===== src/rtl/ineq_pkg.sv =====
// Shared types and constants for the inequality-decoder sweep/capture stage:
// FSM encoding, default widths and the expected-table slicing helper.
package ineq_pkg;

  typedef enum logic [1:0] {
    IDLE = 2'd0,
    WAIT = 2'd1,
    CAPT = 2'd2,
    FIN  = 2'd3
  } state_t;

  localparam int DEF_WIDTH    = 4;
  localparam int DEF_OUT_W    = 3;
  localparam int MAX_OUT_W    = 8;
  localparam int MAX_TBL_BITS = 2048;

  // Returns entry idx of a packed table whose entries are out_w bits wide.
  function automatic logic [MAX_OUT_W-1:0] exp_entry(
    input logic [MAX_TBL_BITS-1:0] tbl,
    input int unsigned             idx,
    input int unsigned             out_w
  );
    logic [MAX_TBL_BITS-1:0] shifted;
    logic [MAX_OUT_W-1:0]    mask;
    shifted = tbl >> (idx * out_w);
    mask    = {MAX_OUT_W{1'b1}} >> (MAX_OUT_W - out_w);
    return shifted[MAX_OUT_W-1:0] & mask;
  endfunction

endpackage


===== src/rtl/ineq_table_rf.sv =====
// Truth-table register file: 2**DEPTH_W x DATA_W, async clear, one write port
// and a registered read port (a same-cycle read of the written address sees the old value).
module ineq_table_rf #(
  parameter int DEPTH_W = 4,
  parameter int DATA_W  = 3
) (
  input  logic               clk,
  input  logic               rst_n,
  input  logic               we,
  input  logic [DEPTH_W-1:0] waddr,
  input  logic [DATA_W-1:0]  wdata,
  input  logic [DEPTH_W-1:0] raddr,
  output logic [DATA_W-1:0]  rdata
);

  logic [DATA_W-1:0] mem [2**DEPTH_W];

  always_ff @(posedge clk or negedge rst_n) begin
    if (!rst_n) begin
      for (int i = 0; i < 2**DEPTH_W; i++) begin
        mem[i] <= '0;
      end
      rdata <= '0;
    end else begin
      if (we) begin
        mem[waddr] <= wdata;
      end
      rdata <= mem[raddr];
    end
  end

endmodule


===== src/rtl/ineq_sweep_capture.sv =====
// Sweeps NUM through every code, waits SETTLE cycles per code and captures the
// decoder OUT into a readable truth table. Optional expected-table compare: INEQ_CHECK_EN.
module ineq_sweep_capture
  import ineq_pkg::*;
#(
  parameter int WIDTH  = DEF_WIDTH,
  parameter int OUT_W  = DEF_OUT_W,
  parameter int SETTLE = 2,
  parameter logic [(2**WIDTH)*OUT_W-1:0] EXP_TABLE = '0
) (
  input  logic             CLK,
  input  logic             RST_N,
  input  logic             START,
  input  logic [OUT_W-1:0] OUT,
  output logic [WIDTH-1:0] NUM,
  output logic             BUSY,
  output logic             DONE,
  output logic             CAPT_VALID,
  input  logic [WIDTH-1:0] RD_ADDR,
  output logic [OUT_W-1:0] RD_DATA,
  output logic             MISMATCH,
  output logic [WIDTH-1:0] FAIL_IDX
);

  localparam int CNT_W = (SETTLE > 1) ? $clog2(SETTLE) : 1;
  localparam logic [CNT_W-1:0] SETTLE_M1 = CNT_W'(SETTLE - 1);
  localparam logic [WIDTH-1:0] LAST_IDX  = {WIDTH{1'b1}};

  if (SETTLE < 1) begin : g_bad_settle
    $error("ineq_sweep_capture: SETTLE must be at least 1");
  end
  if ($bits(EXP_TABLE) > MAX_TBL_BITS || OUT_W > MAX_OUT_W) begin : g_bad_table
    $error("ineq_sweep_capture: table too large for exp_entry helper");
  end

  state_t           state;
  logic [WIDTH-1:0] idx;
  logic [CNT_W-1:0] cnt;

  assign NUM = idx;

  // In CAPT the entry is written on the closing edge; CAPT_VALID is registered
  // on entry to CAPT so it is high exactly during that cycle.
  always_ff @(posedge CLK or negedge RST_N) begin
    if (!RST_N) begin
      state      <= IDLE;
      idx        <= '0;
      cnt        <= '0;
      BUSY       <= 1'b0;
      DONE       <= 1'b0;
      CAPT_VALID <= 1'b0;
    end else begin
      DONE       <= 1'b0;
      CAPT_VALID <= 1'b0;
      case (state)
        IDLE: begin
          if (START) begin
            idx   <= '0;
            cnt   <= SETTLE_M1;
            BUSY  <= 1'b1;
            state <= WAIT;
          end
        end
        WAIT: begin
          if (cnt == '0) begin
            CAPT_VALID <= 1'b1;
            state      <= CAPT;
          end else begin
            cnt <= cnt - 1'b1;
          end
        end
        CAPT: begin
          if (idx == LAST_IDX) begin
            BUSY  <= 1'b0;
            DONE  <= 1'b1;
            state <= FIN;
          end else begin
            idx   <= idx + 1'b1;
            cnt   <= SETTLE_M1;
            state <= WAIT;
          end
        end
        FIN: state <= IDLE;
        default: state <= IDLE;
      endcase
    end
  end

  ineq_table_rf #(
    .DEPTH_W(WIDTH),
    .DATA_W (OUT_W)
  ) u_table (
    .clk  (CLK),
    .rst_n(RST_N),
    .we   (state == CAPT),
    .waddr(idx),
    .wdata(OUT),
    .raddr(RD_ADDR),
    .rdata(RD_DATA)
  );

`ifdef INEQ_CHECK_EN
  logic [OUT_W-1:0] exp_val;
  assign exp_val = OUT_W'(exp_entry(MAX_TBL_BITS'(EXP_TABLE), 32'(idx), OUT_W));

  // Only the first mismatching index of a sweep is kept.
  always_ff @(posedge CLK or negedge RST_N) begin
    if (!RST_N) begin
      MISMATCH <= 1'b0;
      FAIL_IDX <= '0;
    end else if (state == IDLE && START) begin
      MISMATCH <= 1'b0;
      FAIL_IDX <= '0;
    end else if (state == CAPT && !MISMATCH && OUT != exp_val) begin
      MISMATCH <= 1'b1;
      FAIL_IDX <= idx;
    end
  end
`else
  assign MISMATCH = 1'b0;
  assign FAIL_IDX = '0;
`endif

endmodule


===== config.mk =====
export PLATFORM = sky130hd
export DESIGN_NAME = ineq_sweep_capture
export DESIGN_NICKNAME = d
export VERILOG_FILES = /design/src/rtl/ineq_pkg.sv /design/src/rtl/ineq_table_rf.sv /design/src/rtl/ineq_sweep_capture.sv
export SDC_FILE = /design/constraint.sdc
export NUM_CORES = 1
export LEC_CHECK = 0
export BUFFER_PORTS_ARGS = -buffer_cell sky130_fd_sc_hd__buf_2
export CORE_MARGIN = 2
export CORE_UTILIZATION = 35
export CTS_CLUSTER_SIZE = 30
export DETAILED_ROUTE_END_ITERATION = 7
export PLACE_DENSITY = 0.58
export SYNTH_ARGS = -nofsm -noshare
export SYNTH_HDL_FRONTEND = slang
export SYNTH_SLANG_ARGS = --single-unit

===== constraint.sdc =====
create_clock -name CLK -period 1.6 [get_ports CLK]
set_input_delay 0.16 -clock CLK [delete_from_list [all_inputs] [get_ports CLK]]
set_output_delay 0.16 -clock CLK [all_outputs]
set_load 0.01 [all_outputs]

==> flow_metrics.py <==
metrics = {
    "clock_network": {
        "cts_sinks": 61,
        "root_buffer": "clkbuf_8",
        "cts_made_buffers": 9,
        "clk_latency_ns": 0.34,
        "clk_pin_slew_ns": 0.07,
        "clk_path_buf_depth": 2,
        "cts_max_level": 3,
        "tritoncts": "yes",
    },
    "grt": {
        "antenna_found_initial": 0,
        "gr-usage-all-layers_pct": 14.4,
        "grt_max_degree": 62,
        "overflow": 0,
        "grt_pass1_vias": 1873,
        "grt_pass1_wl_mm": 9.56,
    },
    "layout": {
        "nets": 266,
        "finalNonFillerCells": 361,
        "drive_gt1_share_pct": 50.0,
        "utilization_pct": 43.2,
        "antenna_cells": 0,
        "stdcell_area_mm2": 0.00351,
        "area_growth_pct": 20.3,
    },
    "yosys": {
        "yosys-top-cells-count": "dfrtp_1, mux2_2, nor2_1",
        "yosysSeqAreaShare_pct": 52.3,
        "ys.flop_type": "dfrtp_1",
        "avgSynthCellArea_um2": 14.0,
        "synth_top_cell_by_area": "dfrtp_1",
        "ys_warn_count": 0,
        "synth_mux_area_share_pct": 29.1,
        "synth_enable_flop_cells": 0,
        "synth_fa_ha_area_share_pct": 1.71,
        "synth_top_area_share_pct": 52.3,
        "synth_most_common_cell": "dfrtp_1",
        "yosys.area_share.simple_pct": 10.6,
        "postSynthCellCount": 208,
        "synth_compound_area_share_pct": 2.83,
        "synth_top_family_by_area": "multiplexers",
        "yosysUniqueCellTypes": 31,
        "synth.area.top_cells": "dfrtp_1, mux2_2, mux4_2",
        "synth_area_mm2": 0.00292,
        "ys_async_sr_fraction_pct": 100,
        "synth-seq-cells": 61,
        "synthXorXnorAreaFrac_pct": 0,
    },
    "power_and_ir_drop": {
        "vdd_ir_drop_max_mv": 0.489,
        "p_clk_share_pct": 43.6,
        "seq_power_share_pct": 47.3,
        "leakage_nw": 1.49,
        "switching_share_pct": 22.2,
        "internal-power_mw": 2.75,
        "power_density_mw_per_mm2": 1010,
        "pwr-share-comb_pct": 9.2,
        "p_switching_mw": 0.785,
    },
    "setup_path": {
        "reg2reg_to": "u_table.mem[44]",
        "cp.required_ns": 1.82,
        "end_kind": "flop",
        "startpoint_type": "flop",
        "r2r_slack_ns": 0.03,
        "slowest_delay_ns": 0.40,
        "ff2ff_path_depth": 4,
        "cp_max_fo": 4,
        "cp.arrival_ns": 1.79,
        "r2r-start": "state[0]",
        "crit_chain": "buf_4 > nand3b_1 > or3_4 > mux2_2",
        "cp_slowest_cell": "dfrtp_1",
        "criticalPathCategory": "flop to flop",
    },
    "timing": {
        "setup_viol": 0,
        "fin_crit_ns": 1.57,
        "worst_hold_slack_ns": 0.128,
        "rsz0062_at_grt": "yes",
        "max_freq_mhz": 636,
        "drv_slew": 0,
        "fin_crit_sh_pct": 98.3,
        "hold_violations": 0,
        "fin_skew_ns": 0.0139,
    },
    "worst_hold_path": {
        "whs_endpoint": "u_table.rdata[1]",
        "worstHoldStart": "RD_ADDR[2]",
        "hold_path.class": "input port to flop",
        "min_path_cells": 3,
    },
    "drt": {
        "ant_nets": 0,
        "wl_met1_mm": 2.62,
        "routedWlPerCell_um": 15.5,
        "drtIter0Drc": 45,
        "vias": 1756,
        "dr.pass1.iters": 4,
        "viasPerCell": 4.86,
        "drt-total-wl_mm": 5.61,
        "dr_wl_met2_mm": 2.71,
        "top_layer_used": "met4",
        "drc": 0,
        "wl_met3_um": 243,
    },
    "place": {
        "placed_cells": 343,
        "dp_hpwl_mm": 3.96,
        "port_buffers": 19,
        "dpl_cell_area_mm2": 0.00324,
        "routabilityCongestion": 0.706,
    },
    "die": {
        "die_y_um": 95.3,
        "rows": 33,
        "core_mm2": 0.00813,
        "die_area_mm2": 0.00909,
        "die_width_um": 95.3,
        "initial_utilization_pct": 35.9,
        "io_pins": 25,
    },
    "run_status": {
        "status": "finished clean",
    },
    "flow_run": {
        "drv_cap": 0,
    },
}
-- power by group through the flow --
| stage | sequential (mW) | clock, mW | combinational, mW |
|---|---|---|---|
| 6_report | 1.67 | 1.54 | 0.323 |
| 5_1_grt | 1.68 | 1.69 | 0.361 |
| 4_1_cts | 1.67 | 1.60 | 0.325 |
| 3_5_place_dp | 1.70 | 0 | 0.322 |
| 3_3_place_gp | 1.69 | 0 | 0.318 |
| 2_1_floorplan | 1.69 | 0 | 0.203 |
-- area by class of cell --
type,instances,area (um2)
clock inverter,3,68.8
tap,105,131
inverter,3,11.3
fill,761,4620
multi-input combinational,134,1320
sequential,61,1530
clock buffer,12,155
timing repair buffer,43,294
-- stage by stage --
step	worst slack, ns	total power, mW	TNS [ns]
after floorplan	0.0639	1.89	0
after CTS	0.00658	3.60	0
after global routing	-0.0445	3.73	-0.843
after global placement	0.0413	2.01	0
final	0.0265	3.53	0
after detailed placement	0.0265	2.02	0
-- sequential cells by signal (all words and copies together) (netlist names) --
register / flops
u_table.mem: 48
NUM: 4
u_table.rdata: 3
state: 2
BUSY: 1
CAPT_VALID: 1
DONE: 1
cnt: 1
-- critical path, delay by kind of cell, from the launching register on --
kind	cells	cell delay (ns)
mux	1	0.28
simple gates	2	0.63
buf+inv	1	0.15
flops	1	0.40
-- worst max-delay path by stage --
stage,from,end,slack [ns],cells after the start
5_1_grt,NUM[1],u_table.mem[44],-0.04,5
4_1_cts,NUM[2],u_table.mem[38],0.007,4
2_1_floorplan,NUM[0],u_table.mem[39],0.06,5
3_3_place_gp,NUM[1],u_table.mem[19],0.04,6
6_report,state[0],u_table.mem[44],0.03,4
3_5_place_dp,NUM[1],u_table.mem[44],0.03,5
-- repair_timing --
action / CTS / global route
endpoints found under the setup margin: 0 / 39
setup buffers: 0 / 2
endpoints found under the hold margin: 61 / 0
resized for setup: 0 / 7
hold buffers: 1 / 0
-- per-layer routing --
metal  global-route usage [%]  vias to the layer above
met1                     18.5                      877
met4                     4.35                        0
li1                         -                      839
met3                     5.22                        4
met5                        0                        -
met2                     22.9                       36
-- cells by family after synthesis --
family,count (synthesis)
muxes,62
DFF,61
and+or+nand+nor,51
buffers and inverters,17
AOI/OAI and AO/OA,12
adders and majority gates,4
other,1
-- placed cells by master (no fill, tap or decap), types with 5 or more instances in the layout --
master	n
clkbuf_8	11
nor2_1	13
buf_4	21
mux2_2	50
nand2_1	6
buf_2	19
nand3_1	7
conb_1	5
nand3b_1	6
dfrtp_1	60
mux4_2	8
(Power assumes the default switching activity.)
